<file path="config.mk">
export PLATFORM = sky130hd
export DESIGN_NAME = usb_mem_loader
export DESIGN_NICKNAME = d
export VERILOG_FILES = /design/src/rtl/usb_loader_pkg.sv /design/src/rtl/usb_word_assembler.sv /design/src/rtl/usb_mem_loader.sv
export SDC_FILE = /design/constraint.sdc
export NUM_CORES = 1
export LEC_CHECK = 0
export ABC_AREA = 1
export BUFFER_PORTS_ARGS = -buffer_cell sky130_fd_sc_hd__buf_2
export CAP_MARGIN = 10
export CORE_MARGIN = 8
export CORE_UTILIZATION = 45
export DETAILED_ROUTE_END_ITERATION = 8
export PLACE_DENSITY = 0.66
export SLEW_MARGIN = 20
export SYNTH_ARGS = -nofsm -noshare
export SYNTH_HDL_FRONTEND = slang
export SYNTH_SLANG_ARGS = --single-unit
</file>
<file path="constraint.sdc">
create_clock -name clk -period 2.9 [get_ports clk]
set_input_delay 0.58 -clock clk [delete_from_list [all_inputs] [get_ports clk]]
set_output_delay 0.58 -clock clk [all_outputs]
set_load 0.02 [all_outputs]
</file>
<file path="src/rtl/usb_loader_pkg.sv">
// Shared constants, write-FSM state and bus decode helper for the USB memory loader.
// Latency: n/a (types and pure functions only).
// Backpressure: n/a.
package usb_loader_pkg;

    localparam logic [7:0] REG_ADDR = 8'h02;
    localparam logic [7:0] REG_DATA = 8'h03;
    localparam logic [7:0] REG_CTRL = 8'h04;

    localparam int CTRL_RUN = 0;
    localparam int CTRL_CLR = 1;

    localparam int BYTES_PER_WORD = 4;
    localparam int WORD_W         = 8 * BYTES_PER_WORD;
    localparam int BCNT_W         = $clog2(BYTES_PER_WORD);

    typedef enum logic {
        IDLE = 1'b0,
        PEND = 1'b1
    } wr_state_t;

    typedef struct packed {
        logic wr_addr;
        logic wr_data;
        logic wr_ctrl;
    } bus_dec_t;

    function automatic bus_dec_t bus_decode(input logic wr, input logic [7:0] addr);
        bus_dec_t d;
        d.wr_addr = wr && (addr == REG_ADDR);
        d.wr_data = wr && (addr == REG_DATA);
        d.wr_ctrl = wr && (addr == REG_CTRL);
        return d;
    endfunction

endpackage

</file>
<file path="src/rtl/usb_word_assembler.sv">
// Packs DATA bytes little-endian into a 32-bit word and pulses word_done when full.
// Latency: word_done/word_dat valid the cycle after the 4th byte's edge.
// Backpressure: none; clr discards any partial word.
module usb_word_assembler
    import usb_loader_pkg::*;
(
    input  logic              clk,
    input  logic              rst_n,
    input  logic              byte_vld,
    input  logic [7:0]        byte_dat,
    input  logic              clr,
    output logic [WORD_W-1:0] word_dat,
    output logic              word_done
);

    logic [BCNT_W-1:0] byte_cnt;

    always_ff @(posedge clk) begin
        if (!rst_n) begin
            byte_cnt  <= '0;
            word_dat  <= '0;
            word_done <= 1'b0;
        end else begin
            word_done <= 1'b0;
            if (clr) begin
                byte_cnt <= '0;
            end else if (byte_vld) begin
                // Shift right so the first byte ends up in [7:0] after four bytes.
                word_dat <= {byte_dat, word_dat[WORD_W-1:8]};
                if (byte_cnt == BCNT_W'(BYTES_PER_WORD - 1)) begin
                    byte_cnt  <= '0;
                    word_done <= 1'b1;
                end else begin
                    byte_cnt <= byte_cnt + BCNT_W'(1);
                end
            end
        end
    end

endmodule

</file>
<file path="src/rtl/usb_mem_loader.sv">
// EPP register target: loads words into CPU memory with auto-increment and owns cpu_run.
// Latency: 4th DATA strobe at edge N -> mem_we high after edge N+1; optional checksum via USB_LOADER_CHECKSUM_EN.
// Backpressure: mem_we held until mem_ack; a word completing while still pending is dropped (sticky overflow).
module usb_mem_loader
    import usb_loader_pkg::*;
#(
    parameter int ADDR_W = 16
) (
    input  logic              clk,
    input  logic              rst_n,
    input  logic [7:0]        bus_addr,
    input  logic              bus_write,
    input  logic              bus_read,
    input  logic [7:0]        bus_data,
    output logic [ADDR_W-1:0] mem_addr,
    output logic [31:0]       mem_wdata,
    output logic              mem_we,
    input  logic              mem_ack,
    output logic              cpu_run,
    output logic              overflow,
    output logic [15:0]       word_count,
    output logic [7:0]        checksum
);

    bus_dec_t          dec;
    logic              ctrl_clr;
    logic              asm_clr;
    logic [WORD_W-1:0] word_dat;
    logic              word_done;
    logic [ADDR_W-1:0] load_addr;
    logic [ADDR_W+7:0] addr_cat;
    wr_state_t         state, state_nxt;
    logic              accept;
    logic              load_word;
    logic              drop_word;
    logic              unused_bus_read;

    // Reads are handled entirely by the driver side.
    assign unused_bus_read = bus_read;

    assign dec      = bus_decode(bus_write, bus_addr);
    assign ctrl_clr = dec.wr_ctrl && bus_data[CTRL_CLR];
    assign asm_clr  = dec.wr_addr || ctrl_clr;
    assign addr_cat = {load_addr, bus_data};

    usb_word_assembler u_asm (
        .clk       (clk),
        .rst_n     (rst_n),
        .byte_vld  (dec.wr_data),
        .byte_dat  (bus_data),
        .clr       (asm_clr),
        .word_dat  (word_dat),
        .word_done (word_done)
    );

    // An ADDR write in the same cycle as a completing word wins; the word
    // still goes out to the address that was current before the write.
    always_ff @(posedge clk) begin
        if (!rst_n) begin
            load_addr <= '0;
        end else if (dec.wr_addr) begin
            load_addr <= addr_cat[ADDR_W-1:0];
        end else if (word_done) begin
            load_addr <= load_addr + ADDR_W'(1);
        end
    end

    assign accept    = (state == PEND) && mem_ack;
    assign load_word = word_done && ((state == IDLE) || mem_ack);
    assign drop_word = word_done && (state == PEND) && !mem_ack;

    always_ff @(posedge clk) begin
        if (!rst_n) begin
            state <= IDLE;
        end else begin
            state <= state_nxt;
        end
    end

    always_comb begin
        state_nxt = state;
        case (state)
            IDLE:    if (word_done) state_nxt = PEND;
            PEND:    if (mem_ack && !word_done) state_nxt = IDLE;
            default: state_nxt = IDLE;
        endcase
    end

    always_comb begin
        mem_we = (state == PEND);
    end

    always_ff @(posedge clk) begin
        if (!rst_n) begin
            mem_addr  <= '0;
            mem_wdata <= '0;
        end else if (load_word) begin
            mem_addr  <= load_addr;
            mem_wdata <= word_dat;
        end
    end

    always_ff @(posedge clk) begin
        if (!rst_n) begin
            cpu_run    <= 1'b0;
            overflow   <= 1'b0;
            word_count <= '0;
        end else begin
            if (dec.wr_ctrl) begin
                cpu_run <= bus_data[CTRL_RUN];
            end
            if (ctrl_clr) begin
                overflow   <= 1'b0;
                word_count <= '0;
            end else begin
                if (drop_word) overflow <= 1'b1;
                if (accept) word_count <= word_count + 16'd1;
            end
        end
    end

`ifdef USB_LOADER_CHECKSUM_EN
    // Counts every DATA byte, including bytes of words later discarded.
    always_ff @(posedge clk) begin
        if (!rst_n) begin
            checksum <= '0;
        end else if (ctrl_clr) begin
            checksum <= '0;
        end else if (dec.wr_data) begin
            checksum <= checksum + bus_data;
        end
    end
`else
    assign checksum = 8'h00;
`endif

endmodule

</file>
; Word-level counts from Yosys, hierarchy flattened
; Index checks and enable logic that the tools add are counted.
[word_totals]
regBits = 118
inputBits = 21
output_inout_bits = 75
elab_cells = 46
[op_classes]
add_sub_neg = 3
eq_ne = 4
muxes = 7
bitwise_logic = 4
reduce_logical = 18
[op_table]
columns = op, count
row1 = $add A16 B1 Y16 const B, 2
row2 = $mux W16, 2
row3 = $eq A8 B2 Y1 const B, 2
row4 = $logic_and A1 B1 Y1, 9
row5 = $eq A8 B3 Y1 const B, 1
row6 = $not A1 Y1, 4
row7 = $reduce_or A2 Y1, 2
row8 = $mux W1, 3
row9 = $reduce_or A3 Y1, 1
row10 = $add A2 B1 Y2 const B, 1
row11 = $eq A2 B2 Y1 const B, 1
row12 = $logic_not A1 Y1, 2
row13 = $logic_or A1 B1 Y1, 2
row14 = $mux W2, 1
row15 = $pmux W1 S2, 1
row16 = $reduce_and A2 Y1, 1
row17 = $reduce_bool A2 Y1, 1

; Depth between registers and ports, before layout
[depth]
ltp_word = 6
mapped_depth = 10
ltp_nobuf = 10

; By module
; Synthesis repeated with hierarchy kept, for this count alone.
[unflattened]
cells_unflattened = 768
hier_area_um2 = 5350.1
[by_module_without_submodules]
columns = module, n_inst, cells_per_inst, area_each_um2, seq_area_each_um2
row1 = usb_mem_loader, 1, 545, 3858.7, 1661.6
row2 = usb_word_assembler, 1, 223, 1491.4, 700.7

; Worst setup path after synthesis
; Ideal clock, no wire load.
[synth_timing]
path_kind = input port to flip-flop
start = input port bus_addr[7]
end = register u_asm.word_dat[21]
setup_ps = 114
arrival_time_ps = 1427
required_ps = 2786
slack_ps = 1359
path_stages = 7
path_buffers = 1
cell_sequence = nor2_1 nand2_1 nor2_4 nand3_4 clkbuf_1 o21ai_1 nor2_1
[synth_between]
elab_chain_len = 6
word_cells_on_any_way = 10
classes_between = 3 x eq/ne / 1 x bitwise / 6 x reduce/logical
[synth_lines]
columns = element, line_no
row1 = from (decl), usb_mem_loader.sv:11  ; input logic [7:0] bus_addr,
row2 = $eq A8 B3 Y1, usb_loader_pkg.sv:32  ; d.wr_ctrl = wr && (addr == REG_CTRL);
row3 = $logic_and A1 B1 Y1, usb_loader_pkg.sv:32
row4 = $logic_and A1 B1 Y1, usb_mem_loader.sv:42  ; assign ctrl_clr = dec.wr_ctrl && bus_data[CTRL_CLR];
row5 = $logic_or A1 B1 Y1, usb_mem_loader.sv:43  ; assign asm_clr = dec.wr_addr || ctrl_clr;
row6 = $not A1 Y1 (no source line), n/a
row7 = $reduce_and A2 Y1 (no source line) *, n/a
row8 = to (signal assigned), usb_word_assembler.sv:29  ; word_dat <= {byte_dat, word_dat[WORD_W-1:8]};
row9 = to (decl), usb_word_assembler.sv:12  ; output logic [WORD_W-1:0] word_dat,
; Mark *: on every way between the ends. The rest lies on a longest branch, timed or not.
; A chain may end at the register's enable or synchronous reset.

; Final worst setup path
[layout_timing]
start = input port bus_addr[7]
end = register u_asm.byte_cnt[1]
[layout_between]
elab_chain_len = 5
word_cells_on_any_way = 9
classes_between = 3 x eq/ne / 6 x reduce/logical
[layout_lines]
columns = element, line_no
row1 = $eq A8 B3 Y1, usb_loader_pkg.sv:32
row2 = $logic_and A1 B1 Y1, usb_loader_pkg.sv:32
row3 = $logic_and A1 B1 Y1, usb_mem_loader.sv:42
row4 = $logic_or A1 B1 Y1, usb_mem_loader.sv:43
row5 = $reduce_or A2 Y1 (no source line), n/a
row6 = to (signal assigned), usb_word_assembler.sv:34  ; byte_cnt <= byte_cnt + BCNT_W'(1);
row7 = to (decl), usb_word_assembler.sv:16  ; logic [BCNT_W-1:0] byte_cnt;
; Several ways; a longest one is shown, not always the timed one.

==> flow_summary.toml <==
[power]
power_w = 0.00397
peakVddDrop_mv = 0.408
power-per-cell-area_nw_per_um2 = 642
p_leak_nw = 2.66

[timing]
worst_slack_ns = 1.18
whs_ns = 0.434
min_period_over_period = 0.592
tightest_slew_ns = 0.506
clock_skew_ns = 0.00717
fin_crit_ns = 1.72
rsz0062_at_grt = "no"
slew_headroom = 0.663
setup_viol = 0
fin_tns_setup_ns = 0
drv_slew = 0
fmax_mhz = 583
hold_violations = 0

[yosys]
synthTopCellsByArea = "dfxtp_1, nor2_1, o21ai_0"
yosysSeqAreaShare = 0.464
synth-simple-area-share = 0.308
synth_compound_area_frac = 0.115
avgSynthCellArea_sq_um = 7.15
synthDistinctLibCells = 35
synthMuxAreaShare = 0
syn_inst = 712
netlist_area_sq_um = 5090
netlist.top_cell.by_area = "dfxtp_1"
synth_fa_ha_area_frac = 0.00737
synthXorXnorAreaFrac = 0.0206
synth_top_area_frac = 0.464
synth_top_family_by_area = "simple AND/OR/NAND/NOR gates"
ys_ff_latch = 118
yosys_warnings = 0

[finish]
diodes = 0
layout.cells.non_filler = 945
drive_gt1_frac = 0.182
nets = 813
fillers = 1085
syn_to_final_growth_pct = 21.4

[status]
status = "finished clean"

[floorplan]
row_count = 39
die_area_sq_um = 15000
start_util = 0.454
die_y_um = 122
ios = 96
fp.coreArea_sq_um = 11200
die_w_um = 122

[clock_network]
clkTransAtPathRegs_ns = 0.05
cts.repair.resized = 0
clock_path_buffers = 2
hold_buffers = 0
cts_tree = "yes"
clk_latency_ns = 0.42
post_cts_buffers = 0
cts_made_buffers = 17
cts_sinks = 118
cts_root_buffer = "clkbuf_16"
h-tree-depth = 4

[routing]
drc_errors = 0
firstDrtPassIters = 4
wirelength_um = 12700
wl_per_cell_um = 13.4
drt-initial-drc-count = 418
viasPerCell = 4.95
vias = 4677
detail-route-antenna-nets = 0

[critical_path]
critPathLaunchType = "input port"
crit_type = "in2reg"
crit_fanout = 34
cp-end-kind = "flip-flop"
arrival_ns = 2.07
crit_required_ns = 3.26

[global_route]
overflow = 0
grt_pass1_vias = 4255
antenna_found_initial = 0
grt_first_pass_wirelength_um = 20400
grtUsageTotal = 0.171
grt_max_degree = 58

[min_path]
hold_class = "in2reg"

[place]
dp_hpwl_um = 8810
placedCellCount = 913
place_ws_ns = 0.759
portBuffers = 86
gp_congestion = 0.883

[job]
cap_violations = 0
kinds of logic (layout without fill, tap and decap cells):
logic type	after synthesis	in the layout
AND/OR/NAND/NOR	371	371
AO/OA/AOI/OAI	116	116
XOR/XNOR	12	12
other	1	8
buffers and inverters	91	174
flip-flops	118	118
adder cells (fa/ha/maj)	3	3
metrics by stage:
step,util,area (sq um)
final,0.551,6180
after detailed placement,0.493,5540
after global placement,0.493,5540
after floorplan,-,5120
after global routing,0.551,6180
after CTS,0.551,6180
worst max-delay path, cell delays in order:
cell and delay, ns:
buf_2 0.10, nor2_1 0.09, nand2_1 0.09, nor2_4 0.40, nand3_4 0.13, clkinv_2 0.36
nand2_1 0.10, nand2_1 0.09, inv_1 0.04, nor2_1 0.09
per-layer routing:
layer / up-vias / wire [um] / global-route usage
met3: 17 / 808 / 0.0603
met2: 110 / 5830 / 0.263
met4: 0 / 171 / 0.0784
li1: 2413 / - / -
met5: - / 0 / 0
met1: 2137 / 5860 / 0.213
final cells by class:
cell class              instances  area (sq um)  share of cell area
clock buffers                  24           502              0.0812
clock inverters                 8           143              0.0231
inverters                      49           185              0.0300
multi-input cells             510          2330               0.377
flip-flops and latches        118          2360               0.382
well taps                     143           179              0.0289
repair buffers                 93           483              0.0781
registers in the layout (all words and copies together) (netlist names):
register,flops
mem_wdata,32
u_asm.word_dat,32
load_addr,16
mem_addr,16
word_count,16
u_asm.byte_cnt,2
cpu_run,1
mem_we,1
overflow,1
u_asm.word_done,1
synthesized netlist by cell type:
cell        n
a21oi_1    26
a21oi_2     1
a31oi_1     1
buf_1       1
buf_2       9
buf_4      12
buf_6       4
clkbuf_1   16
clkinv_2    1
conb_1      1
dfxtp_1   118
ha_1        3
inv_1      45
inv_2       3
nand2_1    96
nand2_2     5
nand2_4     1
nand3_1    54
nand3_2     1
nand3_4     1
nand3b_1    2
nand4_1     2
nor2_1    193
nor2_2      5
nor2_4      3
nor3_1      4
nor3_2      1
nor3b_1     1
o21ai_0    73
o21ai_1    14
o21bai_1    1
or2_0       1
or2_2       1
xnor2_1     4
xor2_1      8
layout by cell type, fill, tap and decap left out, drive strengths merged, types with 5 or more instances in the layout:
master  count
nand2     102
inv        48
nor3        5
dfxtp     118
conb        8
clkbuf     24
xor2        8
buf        93
nand3      56
o21ai      87
nor2      201
a21oi      27
final timing paths:
path / from / end / depth (start not counted) / slack [ns]
min: bus_data[2] / u_asm.word_dat[26]$_SDFFE_PN0P_ / 3 / 0.43
max: bus_addr[7] / u_asm.byte_cnt[1]$_SDFFE_PP0P_ / 10 / 1.18
max reg2reg: load_addr[1]$_SDFFE_PN0P_ / load_addr[14]$_SDFFE_PN0P_ / 8 / 1.27
min reg2reg: cpu_run$_SDFFE_PN0P_ / cpu_run$_SDFFE_PN0P_ / 2 / 0.47
report_power, final:
part / internal (W) / switching (W) / leakage [nW]
sequential: 0.00162 / 0.00000108 / 0.950
clock: 0.00155 / 0.000702 / 0.316
combinational: 0.0000272 / 0.0000702 / 1.39
Note: power is estimated with default switching activity, not from simulation.
